==> src/rtl/mem_port_arbiter_pkg.sv <==
// Shared widths and encodings for the memory-port arbiter that splits the
// physical-memory line port between the I-cache and D-cache miss paths.
package mem_port_arbiter_pkg;

   localparam int ADDR_WIDTH_DEF  = 32;
   localparam int LINE_WIDTH_DEF  = 256;
   localparam int OFFSET_BITS_DEF = 5;

   typedef enum logic [1:0] {
      IDLE    = 2'd0,
      SERVE_I = 2'd1,
      SERVE_D = 2'd2
   } arb_state_t;

   typedef enum logic {
      OP_READ  = 1'b0,
      OP_WRITE = 1'b1
   } arb_op_t;

endpackage

==> src/rtl/mem_port_arbiter.sv <==
// Round-robin arbiter that forwards one I-cache or D-cache line transaction
// at a time to physical memory and routes the completion back to its owner.
module mem_port_arbiter
   import mem_port_arbiter_pkg::*;
#(
   parameter int ADDR_WIDTH  = ADDR_WIDTH_DEF,
   parameter int LINE_WIDTH  = LINE_WIDTH_DEF,
   parameter int OFFSET_BITS = OFFSET_BITS_DEF
) (
   input  logic                  clk,
   input  logic                  rst,
   input  logic                  icache_pmem_read,
   input  logic [ADDR_WIDTH-1:0] icache_pmem_address,
   output logic [LINE_WIDTH-1:0] icache_pmem_rdata,
   output logic                  icache_pmem_resp,
   input  logic                  dcache_pmem_read,
   input  logic                  dcache_pmem_write,
   input  logic [ADDR_WIDTH-1:0] dcache_pmem_address,
   input  logic [LINE_WIDTH-1:0] dcache_pmem_wdata,
   output logic [LINE_WIDTH-1:0] dcache_pmem_rdata,
   output logic                  dcache_pmem_resp,
   output logic                  pmem_read,
   output logic                  pmem_write,
   output logic [ADDR_WIDTH-1:0] pmem_address,
   output logic [LINE_WIDTH-1:0] pmem_wdata,
   input  logic [LINE_WIDTH-1:0] pmem_rdata,
   input  logic                  pmem_resp,
   output logic [1:0]            o_dbg_state
);

   localparam logic [ADDR_WIDTH-1:0] LINE_MASK =
      {{(ADDR_WIDTH-OFFSET_BITS){1'b1}}, {OFFSET_BITS{1'b0}}};

   arb_state_t            r_state;
   arb_state_t            w_next_state;
   arb_op_t               r_op;
   logic [ADDR_WIDTH-1:0] r_addr;
   logic [LINE_WIDTH-1:0] r_wdata;
   logic                  r_last_grant;
   logic                  w_i_req;
   logic                  w_d_req;
   logic                  w_grant_i;
   logic                  w_grant_d;

   assign w_i_req = icache_pmem_read;
   assign w_d_req = dcache_pmem_read | dcache_pmem_write;

   always_comb begin
      w_next_state = r_state;
      w_grant_i    = 1'b0;
      w_grant_d    = 1'b0;
      case (r_state)
         IDLE: begin
            // On contention the side opposite the previous winner goes first.
            if (w_i_req && (!w_d_req || r_last_grant)) begin
               w_grant_i    = 1'b1;
               w_next_state = SERVE_I;
            end else if (w_d_req) begin
               w_grant_d    = 1'b1;
               w_next_state = SERVE_D;
            end
         end
         SERVE_I, SERVE_D: begin
            if (pmem_resp) w_next_state = IDLE;
         end
         default: w_next_state = IDLE;
      endcase
   end

   always_ff @(posedge clk) begin
      if (rst) begin
         r_state      <= IDLE;
         r_op         <= OP_READ;
         r_addr       <= '0;
         r_wdata      <= '0;
         r_last_grant <= 1'b1;
      end else begin
         r_state <= w_next_state;
         if (w_grant_i) begin
            r_op         <= OP_READ;
            r_addr       <= icache_pmem_address & LINE_MASK;
            r_wdata      <= '0;
            r_last_grant <= 1'b0;
         end else if (w_grant_d) begin
            // A simultaneous read and write from the D-cache resolves to the write.
            r_op         <= dcache_pmem_write ? OP_WRITE : OP_READ;
            r_addr       <= dcache_pmem_address & LINE_MASK;
            r_wdata      <= dcache_pmem_wdata;
            r_last_grant <= 1'b1;
         end
      end
   end

   always_comb begin
      pmem_read         = (r_state != IDLE) && (r_op == OP_READ);
      pmem_write        = (r_state != IDLE) && (r_op == OP_WRITE);
      pmem_address      = r_addr;
      pmem_wdata        = r_wdata;
      icache_pmem_resp  = (r_state == SERVE_I) && pmem_resp;
      dcache_pmem_resp  = (r_state == SERVE_D) && pmem_resp;
      icache_pmem_rdata = (r_state == SERVE_I) ? pmem_rdata : '0;
      dcache_pmem_rdata = (r_state == SERVE_D) ? pmem_rdata : '0;
      o_dbg_state       = r_state;
   end

   always_ff @(posedge clk) begin
      if (!rst) begin
         assert (!(dcache_pmem_read && dcache_pmem_write))
         else $warning("dcache read and write asserted together; treated as write");
      end
   end

endmodule

==> config.mk <==
export PLATFORM = sky130hd
export DESIGN_NAME = mem_port_arbiter
export DESIGN_NICKNAME = d
export VERILOG_FILES = /design/src/rtl/mem_port_arbiter_pkg.sv /design/src/rtl/mem_port_arbiter.sv
export SDC_FILE = /design/constraint.sdc
export NUM_CORES = 1
export LEC_CHECK = 0
export BUFFER_PORTS_ARGS = -buffer_cell sky130_fd_sc_hd__buf_2
export CAP_MARGIN = 20
export CORE_AREA = 2 2 538 540
export CTS_CLUSTER_DIAMETER = 200
export DETAILED_ROUTE_END_ITERATION = 8
export DIE_AREA = 0 0 540 542
export HOLD_SLACK_MARGIN = 0.03
export MAX_ROUTING_LAYER = met4
export PLACE_DENSITY = 0.3
export SETUP_SLACK_MARGIN = 0.15
export SYNTH_ARGS = -nofsm -noshare
export SYNTH_HDL_FRONTEND = slang
export SYNTH_SLANG_ARGS = --single-unit
==> constraint.sdc <==
create_clock -name clk -period 1.7 [get_ports clk]
set_input_delay 0.17 -clock clk [delete_from_list [all_inputs] [get_ports clk]]
set_output_delay 0.17 -clock clk [all_outputs]
set_load 0.005 [all_outputs]
==> flow_metrics.tcl <==
set metrics [dict create \
    num_vias 23800 \
    finish.net_count 4184 \
    finalMaxSlewViolations 0 \
    syn_avg_cell_area_um2 7.67 \
    timing.clock.skew_ps 33.4 \
    worst_r2r_path_depth 8 \
    slowest_delay_ps 320 \
    cts_max_path_buffers 3 \
    core.rowCount 197 \
    first_global_vias 22500 \
    clock_tree_from_tritoncts "yes" \
    maximum_number_of_pins_on_one_net_before_global_route_repair 113 \
    tightest_slew_ps 555 \
    clkSinkCount 287 \
    crit_path_start_kind "flop" \
    via_per_inst 3.00 \
    criticalPathCategory "flop to output pin" \
    critical-path-top-cell-by-count "sky130_fd_sc_hd__buf_6" \
    postPlaceCellArea_um2 27400 \
    hp-class "input port to flop" \
    postSynthRegisterBits 287 \
    hold-path-cell-count 3 \
    number_of_instances_in_the_synthesized_netlist 1906 \
    ys_types 31 \
    design_area_um2 35100 \
    synth-edff-count 0 \
    cp.depth 7 \
    remaining_drc_errors 0 \
    seq_area_frac_synth_pct 39.3 \
    max_cap_viols 0 \
    routed_wl_per_cell_um 34.0 \
    post_synthesis_cell_area_um2 14600 \
    design_power_total_mw 29.8 \
    initial_cell_density_of_the_core_pct 5.10 \
    cp_slowest_cell "sky130_fd_sc_hd__dfxtp_2" \
    hpwlAfterDp_um 240000 \
    synthDominantAreaCellType "sky130_fd_sc_hd__dfxtp_1" \
    grt_antenna_before_repair 255 \
    power_per_cell_area_nw_per_um2 848 \
    clock_tree.root_cell "sky130_fd_sc_hd__clkbuf_16" \
    critical-path-top-delay-family "buffers and inverters" \
    syn2layout_area_growth_pct 140 \
    maxClockFrequency_ghz 0.433 \
    worstPathArrival_ps 2140 \
    drt_first_iter_violations 1568 \
    synth.most_common_cell "sky130_fd_sc_hd__and2_1" \
    worstPathRequired_ps 1530 \
    path_cells "inv_2 > buf_6 > ha_4 > buf_12 > bufbuf_16 > and2_1 > buf_6" \
    synthTopCellsByCount "sky130_fd_sc_hd__and2_1, sky130_fd_sc_hd__dfxtp_1, sky130_fd_sc_hd__a21oi_1" \
    setup_viol 796 \
    count_of_h_tree_levels_built_during_cts 2 \
    dieArea_um2 293000 \
    insertion_delay_ps 620 \
    die_width_um 540 \
    final_layout_size_suffix_gt1_share_pct 48.7 \
    leakage_nw 15.0 \
    design.core.area_um2 287000 \
    dominantRegCellSynth "sky130_fd_sc_hd__dfxtp_1" \
    setup_ws_ps -612 \
    place_worst_setup_slack_ps -169 \
    critPathBufInv 5 \
    boundaryPins 1388 \
    failing_checks "negative setup slack" \
    drt.antenna.violating_nets 0 \
    clk_transition_reported_paths_ps 60 \
    grt_usage_pct 18.0 \
    cts_buffers 43 \
    max-slew-margin-rel_pct 63.0 \
    worst_ir_drop_vdd_mv 0.627 \
    fin_tns_setup_ps -279250 \
    fin_crit_sh_pct 136 \
    floorplan.die.height_um 542 \
    end_kind "output pin" \
    setup_repair_after_global_routing_missed_its_margin "true" \
    grt_first_pass_wirelength_um 316000 \
    timing.critical_path.fanout_max 9 \
    synth_async_sr_flop_share_pct 0 \
    detail_route.first_pass.iterations 6 \
    synth-warning-count 0 \
    final_core_util_pct 12.2 \
    finalWorstPathRequiredPeriod_ps 2310 \
    placement.io_buffers 1372 \
    hold_violations 0 \
    gp_congestion 1.17 \
    outcome "finished with violations" \
    post_synth_main_area_contributors "sky130_fd_sc_hd__dfxtp_1, sky130_fd_sc_hd__and2_1, sky130_fd_sc_hd__a21oi_1" \
    wl_final_um 270000 \
    synth.top_cell.area_share_pct 39.3 \
    gr-total-overflow 0 \
]
## metrics by stage
step           std cells  hold slack (ps)
2_1_floorplan       1910              310
3_3_place_gp        6985              427
3_5_place_dp        6985              427
4_1_cts             7394              110
5_1_grt             7870              172
6_report            7931              213
## per-layer routing
metal,vias up,wire (um),global-route usage (%)
met2,1488,125000,29.0
met3,369,35600,9.69
met5,-,0,-
li1,10500,-,-
met1,11400,94900,17.9
met4,0,13900,8.13
## layout by cell type, fill, tap and decap left out, types with 2 or more instances in the layout
cell / instances
sky130_fd_sc_hd__nand3_1: 256
sky130_fd_sc_hd__clkinvlp_4: 4
sky130_fd_sc_hd__clkbuf_4: 10
sky130_fd_sc_hd__inv_1: 2
sky130_fd_sc_hd__dfxtp_2: 2
sky130_fd_sc_hd__clkbuf_1: 7
sky130_fd_sc_hd__conb_1: 5
sky130_fd_sc_hd__and2_2: 5
sky130_fd_sc_hd__buf_6: 110
sky130_fd_sc_hd__buf_8: 6
sky130_fd_sc_hd__buf_16: 11
sky130_fd_sc_hd__a21oi_2: 10
sky130_fd_sc_hd__dlygate4sd3_1: 314
sky130_fd_sc_hd__a21oi_1: 276
sky130_fd_sc_hd__clkbuf_16: 56
sky130_fd_sc_hd__ha_4: 2
sky130_fd_sc_hd__diode_2: 518
sky130_fd_sc_hd__o21ai_0: 230
sky130_fd_sc_hd__a32oi_1: 27
sky130_fd_sc_hd__clkbuf_8: 8
sky130_fd_sc_hd__and2_1: 395
sky130_fd_sc_hd__and2_4: 114
sky130_fd_sc_hd__clkinv_2: 8
sky130_fd_sc_hd__dfxtp_1: 285
sky130_fd_sc_hd__inv_2: 2
sky130_fd_sc_hd__bufinv_16: 4
sky130_fd_sc_hd__o21ai_1: 30
sky130_fd_sc_hd__nor2b_1: 2
sky130_fd_sc_hd__buf_12: 78
sky130_fd_sc_hd__buf_2: 1228
sky130_fd_sc_hd__buf_4: 98
sky130_fd_sc_hd__nand4_1: 27
## cell families (layout without fill, tap and decap cells)
| family | count (synthesis) | count (layout) | synth area share, % |
|---|---|---|---|
| adders and majority gates | 3 | 3 | 0.257 |
| DFF | 287 | 287 | 39.3 |
| other | 1 | 523 | 0.0256 |
| and+or+nand+nor | 806 | 806 | 32.3 |
| buffers and inverters | 229 | 1951 | 7.08 |
| AOI/OAI and AO/OA | 580 | 580 | 21.1 |
## state kept, by name (all words and copies together), names as in the netlist
name          cells
r_last_grant      1
r_op              1
pmem_wdata      256
pmem_address     27
o_dbg_state       2
## repair_timing
| action | 4_1_cts | 5_1_grt |
|---|---|---|
| gates cloned | 7 | 14 |
| setup endpoints to repair | 811 | 805 |
| resized for setup | 118 | 234 |
| endpoints found under the hold margin | 285 | 0 |
| pin swaps | 2 | 42 |
| hold buffers | 314 | 0 |
| setup buffers | 10 | 6 |
## final timing paths
kind / end / slack, ps / startpoint
worst max-delay path: icache_pmem_rdata[31] / -610 / o_dbg_state[1]$_SDFFE_PP0P_
worst min-delay path: o_dbg_state[1]$_SDFFE_PP0P_ / 210 / pmem_resp
worst max register to register: pmem_wdata[202]$_SDFFE_PP0P_ / -210 / o_dbg_state[0]$_SDFFE_PP0P_
worst min register to register: pmem_wdata[192]$_SDFFE_PP0P_ / 470 / pmem_wdata[192]$_SDFFE_PP0P_
## power by group
group | total, mW | internal (mW) | switching (mW)
Clock | 9.51 | 5.64 | 3.87
Sequential | 7.66 | 7.35 | 0.312
Combinational | 12.6 | 5.22 | 7.39
Total | 29.8 | 18.2 | 11.6
## worst min-delay path: stages
cell and delay, ps:
sky130_fd_sc_hd__buf_2 270, sky130_fd_sc_hd__nor2b_1 130, sky130_fd_sc_hd__o211a_1 220
## cell type report
| cell class | instances | area, um^2 |
|---|---|---|
| clock inverters | 20 | 256 |
| clock buffers | 58 | 1210 |
| fillers | 33600 | 252000 |
| flip-flops and latches | 287 | 5750 |
| inverters | 4 | 15.0 |
| well taps | 3781 | 4730 |
| repair buffers | 1869 | 13700 |
| multi-input cells | 1394 | 8220 |
| diodes | 518 | 1300 |
Power figures use the tool's default switching activity.
